## config.mk

```make
export PLATFORM = sky130hd
export DESIGN_NAME = qmac_requant_flat
export DESIGN_NICKNAME = d
export VERILOG_FILES = /design/src/rtl/qmac_requant_if.sv /design/src/rtl/qmac_requant.sv /design/src/flat_wrapper.sv
export SDC_FILE = /design/constraint.sdc
export NUM_CORES = 1
export LEC_CHECK = 0
export CAP_MARGIN = 20
export CORE_MARGIN = 5
export CORE_UTILIZATION = 40
export DETAILED_ROUTE_END_ITERATION = 8
export PLACE_DENSITY_LB_ADDON = 0.05
export SLEW_MARGIN = 30
export SYNTH_ARGS = -nofsm -noshare
export SYNTH_HDL_FRONTEND = slang
export SYNTH_SLANG_ARGS = --single-unit
```

## constraint.sdc

```tcl
create_clock -name clk -period 8.7 [get_ports clk]
set_input_delay 0.87 -clock clk [delete_from_list [all_inputs] [get_ports clk]]
set_output_delay 0.87 -clock clk [all_outputs]
set_load 0.03 [all_outputs]
```

## src/rtl/qmac_requant_if.sv

```systemverilog
// Control, product-stream and result bundle between the multiplier side and qmac_requant.
interface qmac_requant_if #(
   parameter int N     = 8,
   parameter int ACC_W = 40,
   parameter int LEN_W = 10
);
   logic                    start;
   logic signed [31:0]      bias_din;
   logic [LEN_W-1:0]        len_din;
   logic                    relu_en;
   logic signed [31:0]      product_din;
   logic                    product_din_vld;
   logic                    busy;
   logic [ACC_W-1:0]        acc_dout;
   logic [N-1:0]            q_dout;
   logic                    dout_vld;

   modport master (
      output start, bias_din, len_din, relu_en, product_din, product_din_vld,
      input  busy, acc_dout, q_dout, dout_vld
   );

   modport slave (
      input  start, bias_din, len_din, relu_en, product_din, product_din_vld,
      output busy, acc_dout, q_dout, dout_vld
   );
endinterface

```

## src/rtl/qmac_requant.sv

```systemverilog
// Accumulates len products onto a bias, then rounds, shifts, ReLUs and saturates to N bits.
// dout_vld 2 cycles after the last product (or after start when len=0); no backpressure, start ignored while busy.
module qmac_requant #(
   parameter int N     = 8,
   parameter int ACC_W = 40,
   parameter int SHIFT = 4,
   parameter int LEN_W = 10
) (
   input  logic          clk,
   input  logic          rst_n,
   qmac_requant_if.slave bus
);
   typedef enum logic [1:0] {IDLE, ACC, POST, OUT} state_t;

   localparam logic [ACC_W-1:0] RND = ACC_W'((64'd1 << SHIFT) >> 1);
   localparam logic signed [ACC_W-1:0] QMAX = {{(ACC_W-N+1){1'b0}}, {(N-1){1'b1}}};
   localparam logic signed [ACC_W-1:0] QMIN = {{(ACC_W-N+1){1'b1}}, {(N-1){1'b0}}};

   state_t                  state_q, state_d;
   logic [ACC_W-1:0]        acc_q;
   logic [LEN_W-1:0]        count_q;
   logic [LEN_W-1:0]        len_q;
   logic                    relu_q;
   logic [LEN_W-1:0]        count_inc;
   logic [ACC_W-1:0]        sum;
   logic signed [ACC_W-1:0] r;
   logic [N-1:0]            q_next;
   logic [ACC_W-1:0]        bias_ext;
   logic [ACC_W-1:0]        prod_ext;

   assign bias_ext  = {{(ACC_W-32){bus.bias_din[31]}}, bus.bias_din};
   assign prod_ext  = {{(ACC_W-32){bus.product_din[31]}}, bus.product_din};
   assign count_inc = count_q + 1'b1;
   assign bus.busy  = (state_q == ACC) || (state_q == POST);

   always_ff @(posedge clk or negedge rst_n) begin
      if (!rst_n) state_q <= IDLE;
      else        state_q <= state_d;
   end

   always_comb begin
      state_d = state_q;
      case (state_q)
         IDLE: if (bus.start) state_d = (bus.len_din != '0) ? ACC : POST;
         ACC:  if (bus.product_din_vld && (count_inc == len_q)) state_d = POST;
         POST: state_d = OUT;
         OUT:  state_d = IDLE;
         default: state_d = IDLE;
      endcase
   end

   // Rounding add wraps at ACC_W bits; the arithmetic shift makes ties round toward +inf.
   always_comb begin
      sum    = acc_q + RND;
      r      = $signed(sum) >>> SHIFT;
      q_next = r[N-1:0];
      if (relu_q && r[ACC_W-1]) q_next = '0;
      else if (r > QMAX)        q_next = QMAX[N-1:0];
      else if (r < QMIN)        q_next = QMIN[N-1:0];
   end

   // Result registers load at the POST->OUT edge so they are valid alongside dout_vld.
   always_ff @(posedge clk or negedge rst_n) begin
      if (!rst_n) begin
         acc_q        <= '0;
         count_q      <= '0;
         len_q        <= '0;
         relu_q       <= 1'b0;
         bus.acc_dout <= '0;
         bus.q_dout   <= '0;
         bus.dout_vld <= 1'b0;
      end else begin
         bus.dout_vld <= 1'b0;
         case (state_q)
            IDLE: if (bus.start) begin
               acc_q   <= bias_ext;
               count_q <= '0;
               len_q   <= bus.len_din;
               relu_q  <= bus.relu_en;
            end
            ACC: if (bus.product_din_vld) begin
               acc_q   <= acc_q + prod_ext;
               count_q <= count_inc;
            end
            POST: begin
               bus.acc_dout <= acc_q;
               bus.q_dout   <= q_next;
               bus.dout_vld <= 1'b1;
            end
            default: ;
         endcase
      end
   end
endmodule

```

## src/flat_wrapper.sv

```systemverilog
// flat-port wrapper written by rule: the top's interface ports become plain ports
module qmac_requant_flat 
#(
   parameter int N     = 8,
   parameter int ACC_W = 40,
   parameter int SHIFT = 4,
   parameter int LEN_W = 10
)
  (clk, rst_n, bus_start, bus_bias_din, bus_len_din, bus_relu_en, bus_product_din, bus_product_din_vld, bus_busy, bus_acc_dout, bus_q_dout, bus_dout_vld);
  qmac_requant_if #(.N(N), .ACC_W(ACC_W), .LEN_W(LEN_W)) bus_i ();
  input  logic clk;
  input  logic rst_n;
  input wire logic [$bits(bus_i.start)-1:0] bus_start;
  input wire logic [$bits(bus_i.bias_din)-1:0] bus_bias_din;
  input wire logic [$bits(bus_i.len_din)-1:0] bus_len_din;
  input wire logic [$bits(bus_i.relu_en)-1:0] bus_relu_en;
  input wire logic [$bits(bus_i.product_din)-1:0] bus_product_din;
  input wire logic [$bits(bus_i.product_din_vld)-1:0] bus_product_din_vld;
  output wire logic [$bits(bus_i.busy)-1:0] bus_busy;
  output wire logic [$bits(bus_i.acc_dout)-1:0] bus_acc_dout;
  output wire logic [$bits(bus_i.q_dout)-1:0] bus_q_dout;
  output wire logic [$bits(bus_i.dout_vld)-1:0] bus_dout_vld;
  assign bus_i.start = bus_start;
  assign bus_i.bias_din = bus_bias_din;
  assign bus_i.len_din = bus_len_din;
  assign bus_i.relu_en = bus_relu_en;
  assign bus_i.product_din = bus_product_din;
  assign bus_i.product_din_vld = bus_product_din_vld;
  assign bus_busy = bus_i.busy;
  assign bus_acc_dout = bus_i.acc_dout;
  assign bus_q_dout = bus_i.q_dout;
  assign bus_dout_vld = bus_i.dout_vld;
  qmac_requant #(.N(N), .ACC_W(ACC_W), .SHIFT(SHIFT), .LEN_W(LEN_W)) u_core (.clk(clk), .rst_n(rst_n), .bus(bus_i));
endmodule
```

# Yosys cells after proc, flatten, opt, wreduce, memory -nomap -nowiden
# Index checks and enable logic that the tools add are counted.
[word_totals]
elab_cells = 43
reg_bits = 112
input_bits = 79
out_inout_bits = 50
[op_classes]
reduce_logical = 9
mux = 14
n_addsub = 3
magnitude_cmp = 2
eq_ne = 7
[op_table]
columns = ["operator", "n"]
rows = [
  ["$mux 40", 2],
  ["$pmux 40 s2", 1],
  ["$add 40x4->40 const B", 1],
  ["$add 40x40->40", 1],
  ["$gt 36x8->1 const B", 1],
  ["$lt 36x8->1 const B", 1],
  ["$mux 8", 3],
  ["$mux 10", 2],
  ["$pmux 10 s2", 1],
  ["$add 10x1->10 const B", 1],
  ["$eq 10x10->1", 1],
  ["$reduce_bool 10->1", 1],
  ["$pmux 2 s4", 1],
  ["$mux 2", 3],
  ["$ne 2x2->1 const B", 3],
  ["$eq 2x2->1 const B", 2],
  ["$reduce_and 2->1", 2],
  ["$reduce_and 3->1", 1],
  ["$eq 2x1->1 const B", 1],
  ["$logic_and 1x1->1", 2],
  ["$logic_not 2->1", 1],
  ["$reduce_bool 2->1", 1],
  ["$logic_or 1x1->1", 1],
  ["$mux 1", 1],
]

# Depth between registers and ports, before layout
[depth]
depth_word = 5
mapped_depth = 13
mapped_depth_nobuf = 13

# Least setup slack after synthesis
# Ideal clock, no wire load.
[synth_path]
kind = "input to register"
start = "in bus_product_din[2]"
end = "reg u_core.acc_q[37]"
path_buffers = 0
required_time_ns = 8.576
setup_slack_ns = 5.273
cell_stages = 11
arrival_ns = 3.303
path_cell_list = "ha_1 -> o21ai_0 -> o21bai_2 -> a2111oi_4 -> nand3_2 -> a31o_2 -> a2111oi_4 -> o21bai_2 -> a31oi_1 -> mux2i_1 -> a211o_1"
[synth_between]
elab_chain_cells = 3
[synth_rtl]
columns = ["element", "line", "text"]
rows = [
  ["start, declared", "flat_wrapper.sv:17", "input wire logic [$bits(bus_i.product_din)-1:0] bus_product_din;"],
  ["$add 40x40->40", "qmac_requant.sv:82", "acc_q <= acc_q + prod_ext;"],
  ["$mux 40", "qmac_requant.sv:81", "ACC: if (bus.product_din_vld) begin"],
  ["$pmux 40 s2", "qmac_requant.sv:74", "case (state_q)"],
  ["end signal, assigned", "qmac_requant.sv:76", "acc_q <= bias_ext;"],
  ["end signal, assigned", "qmac_requant.sv:82", ""],
  ["end, declared", "qmac_requant.sv:20", "logic [ACC_W-1:0] acc_q;"],
]
# No other way between the ends. The select of a mux whose other input is x is not followed.
# A chain may end at the register's enable or synchronous reset.

# Worst setup path in the final report
[layout_path]
start = "in bus_product_din[0]"
end = "reg u_core.acc_q[38]"
# Same word-level chain as after synthesis.

==> results.sh <==
export IMPL_outcome="completed"
export IMPL_crit_path_cell_trace="clkdlybuf4s50_1 > ha_1 > inv_1 > fa_1 > nor2b_1 > o21a_1 > o21ai_1 > o21ai_1 > a21bo_1 > a21oi_1 > a211oi_1 > or4_1 > o21ai_1 > a211oi_1"
export IMPL_wirelength_um=22690
export IMPL_slew_violations=0
export IMPL_ys_async_sr_fraction_pct=100.0
export IMPL_clockBufferDepth=2
export IMPL_ios=129
export IMPL_synth_ff_type="dfrtp_1"
export IMPL_multi_input_area_sq_mm=0.004937
export IMPL_num_rows=51
export IMPL_grt_pass1_vias=6875
export IMPL_maxCapViolCount=0
export IMPL_htree_levels=3
export IMPL_synthTopCellsByArea="dfrtp_1 (35%), mux2_2 (7.2%), ha_1 (6.9%), a21oi_1 (4.8%), o21ai_0 (4.4%)"
export IMPL_die_y_um=151.4
export IMPL_cp_required_ps=8960
export IMPL_routabilityCongestion=0.8568
export IMPL_finalCritPeriodShare_pct=43.89
export IMPL_core_area_sq_mm=0.01959
export IMPL_cp_end_kind="flop"
export IMPL_skew_ps=5.863
export IMPL_hpwl_um=16670
export IMPL_cts_resized=0
export IMPL_crit_family="compound AO/OA/AOI/OAI gates"
export IMPL_route_detailed_drc=0
export IMPL_drive_above_1_share_pct=9.109
export IMPL_initialDrtViolationCount=303
export IMPL_nets=1118
export IMPL_crit_path_start_kind="primary input"
export IMPL_area_growth_pct=22.26
export IMPL_rsz0062_at_grt="false"
export IMPL_ys_warn_count=0
export IMPL_clkLatencyLatePin_ps=360
export IMPL_hp_class="primary input to asynchronous set/reset pin"
export IMPL_ant_nets=0
export IMPL_hold_violations=0
export IMPL_worstSetupPathType="primary input to flop"
export IMPL_grt_antenna_before_repair=0
export IMPL_synth_cell_area_sq_mm=0.007998
export IMPL_initial_utilization_pct=40.83
export IMPL_postCtsHoldBufs=0
export IMPL_cts_tree="done"
export IMPL_die_x_um=151.4
export IMPL_cts_setup_buffers=0
export IMPL_synth_top_cell_by_area="dfrtp_1"
export IMPL_setup_viol=0
export IMPL_power_density_mw_per_mm2=373.8
export IMPL_place_ws_ps=4519
export IMPL_portBuffers=128
export IMPL_avgSynthCellArea_sq_um=8.936
export IMPL_clkSlewWorstSetupHoldPaths_ps=80
export IMPL_syn_instance_count=895
export IMPL_p_leak_nw=4.111
export IMPL_grt_pass1_wl_um=36600
export IMPL_crit_buf_inv=2
export IMPL_numClockSinks=112
export IMPL_path_common_cell="o21ai_1"
export IMPL_tightest_slew_ps=691.8
export IMPL_seq_area_sq_mm=0.002803
export IMPL_synth_yosys_seq_area_share_pct=35.04
export IMPL_cpPeakStageDelay_ps=460
export IMPL_grt_usage_pct=20.25
export IMPL_arrival_ps=4080
export IMPL_fin_crit_ps=3818
export IMPL_clock_fmax_ghz=0.2619
export IMPL_layout_cells_non_filler=1264
export IMPL_ir_drop_v=0.0001610
export IMPL_worstPathMaxFanout=4
export IMPL_dp_cells=1248
export IMPL_relSlewSlack_pct=53.88
export IMPL_overflow=0
export IMPL_die_area_sq_mm=0.02292
export IMPL_avgRoutedWirePerCell_um=17.95
export IMPL_fin_util_pct=49.91
export IMPL_hold_slack_ps=496.2
export IMPL_synth_cell_type_count=73
export IMPL_root_buffer="clkbuf_16"
export IMPL_diodes=0
export IMPL_cp_slowest_cell="clkdlybuf4s50_1"
export IMPL_grt_start_max_net_pins=71
export IMPL_synth_edff_count=0
export IMPL_numCtsBuffers=9
export IMPL_synth_nets=1019
export IMPL_vias_per_cell=5.485
export IMPL_tns_ps=0
export IMPL_ys_seq_elements=112
export IMPL_num_vias=6933
export IMPL_layout_setup_ws_ps=4882
export IMPL_fillers=1935
export IMPL_first_pass_iters=4
export IMPL_synth_top_cell_area_share_pct=35.04
## per-layer routing
| metal | vias up | part of all wire, % | global-route usage, % |
|---|---|---|---|
| li1 | 3484 | - | - |
| met1 | 3292 | 48 | 27.82 |
| met2 | 137 | 46 | 33.23 |
| met3 | 20 | 4.6 | 3.621 |
| met4 | 0 | 1.3 | 4.760 |
| met5 | - | 0 | 0 |
## metrics by stage
step                      area [sq um]  power, mW
after floorplan                   7998      2.582
after global placement            9469      3.232
after global routing              9778      3.954
after CTS                         9769      3.687
after detailed placement          9469      3.242
final                             9778      3.655
## worst register-to-register path, cell delays in order, from the launching register on
cell and delay [ps]:
dfrtp_1 460, ha_1 280, and4_1 290, nand4_1 350, nor2_1 280, mux2_1 340, nor2_1 80, a31oi_1 60
nor4_1 240, nand4_1 200, o41ai_4 540, o22ai_1 170
## power by group
| group | internal [mW] | switching, mW | total, mW |
|---|---|---|---|
| Sequential | 0.755 | 0.301 | 1.06 |
| Combinational | 0.968 | 1.20 | 2.17 |
| Clock | 0.210 | 0.218 | 0.428 |
## cell type report
class / instances / share of cell area [%]
multi-input cells: 716 / 50.49
flip-flops and latches: 112 / 28.66
repair buffers: 134 / 13.58
well taps: 265 / 3.391
clock buffers: 10 / 2.444
inverters: 21 / 0.8061
clock inverters: 6 / 0.6270
## final timing paths
| check | slack (ps) | endpoint | cells after the start | startpoint |
|---|---|---|---|---|
| max | 4880 | u_core.acc_q[38]$_DFFE_PN0P_ | 14 | bus_product_din[0] |
| min | 500 | u_core.bus.acc_dout[22]$_DFFE_PN0P_ | 1 | rst_n |
| max reg2reg | 5270 | u_core.bus.q_dout[0]$_DFFE_PN0P_ | 11 | u_core.acc_q[3]$_DFFE_PN0P_ |
| min reg2reg | 510 | u_core.bus.acc_dout[24]$_DFFE_PN0P_ | 1 | u_core.bus.acc_dout[24]$_DFFE_PN0P_ |
| max in group asynchronous | 7130 | u_core.acc_q[1]$_DFFE_PN0P_ | 2 | rst_n |
| min in group clk | 510 | u_core.bus.acc_dout[24]$_DFFE_PN0P_ | 1 | u_core.bus.acc_dout[24]$_DFFE_PN0P_ |
## cells in the final DEF (no fill, tap or decap), drive strengths merged, types with 5 or more instances in the layout
cell	n
clkbuf	10
and3	17
ha	44
nor2	66
nand3	26
clkdlybuf4s50	127
xor2	25
buf	7
or3	6
mux2	53
o22ai	10
and4	8
nand2	83
o21ai	78
a211oi	9
a31oi	9
nand4	19
nor4	9
a21oi	76
mux2i	16
nor3	14
o41ai	5
o21bai	8
inv	23
and2	6
nor2b	8
xnor2	36
dfrtp	112
a21o	26
nand2b	7
## cells in the mapped netlist, types with 19 or more instances
library cell	instances
nand2_1	82
o21ai_0	70
a21oi_1	76
ha_1	44
inv_1	20
nand3_1	25
xor2_1	25
a21o_1	26
xnor2_1	36
mux2_2	51
clkbuf_1	29
nor2_1	66
dfrtp_1	112
nand4_1	19
## sequential cells by signal, summed over array words and instances (netlist names)
| register | flops |
|---|---|
| u_core.acc_q | 40 |
| u_core.bus.acc_dout | 40 |
| u_core.count_q | 10 |
| u_core.len_q | 10 |
| u_core.bus.q_dout | 8 |
| u_core.state_q | 2 |
| u_core.bus.dout_vld | 1 |
| u_core.relu_q | 1 |
## logic make-up (layout without fill, tap and decap cells)
group,after synthesis,after routing,synth area share [%]
simple gates,284,284,17.66
compound gates,257,257,20.51
flops,112,112,35.04
mux,69,69,9.465
buf+inv,67,171,3.504
xor+xnor,61,61,6.680
fa+ha+maj,45,45,7.134
Power figures use the tool's default switching activity.
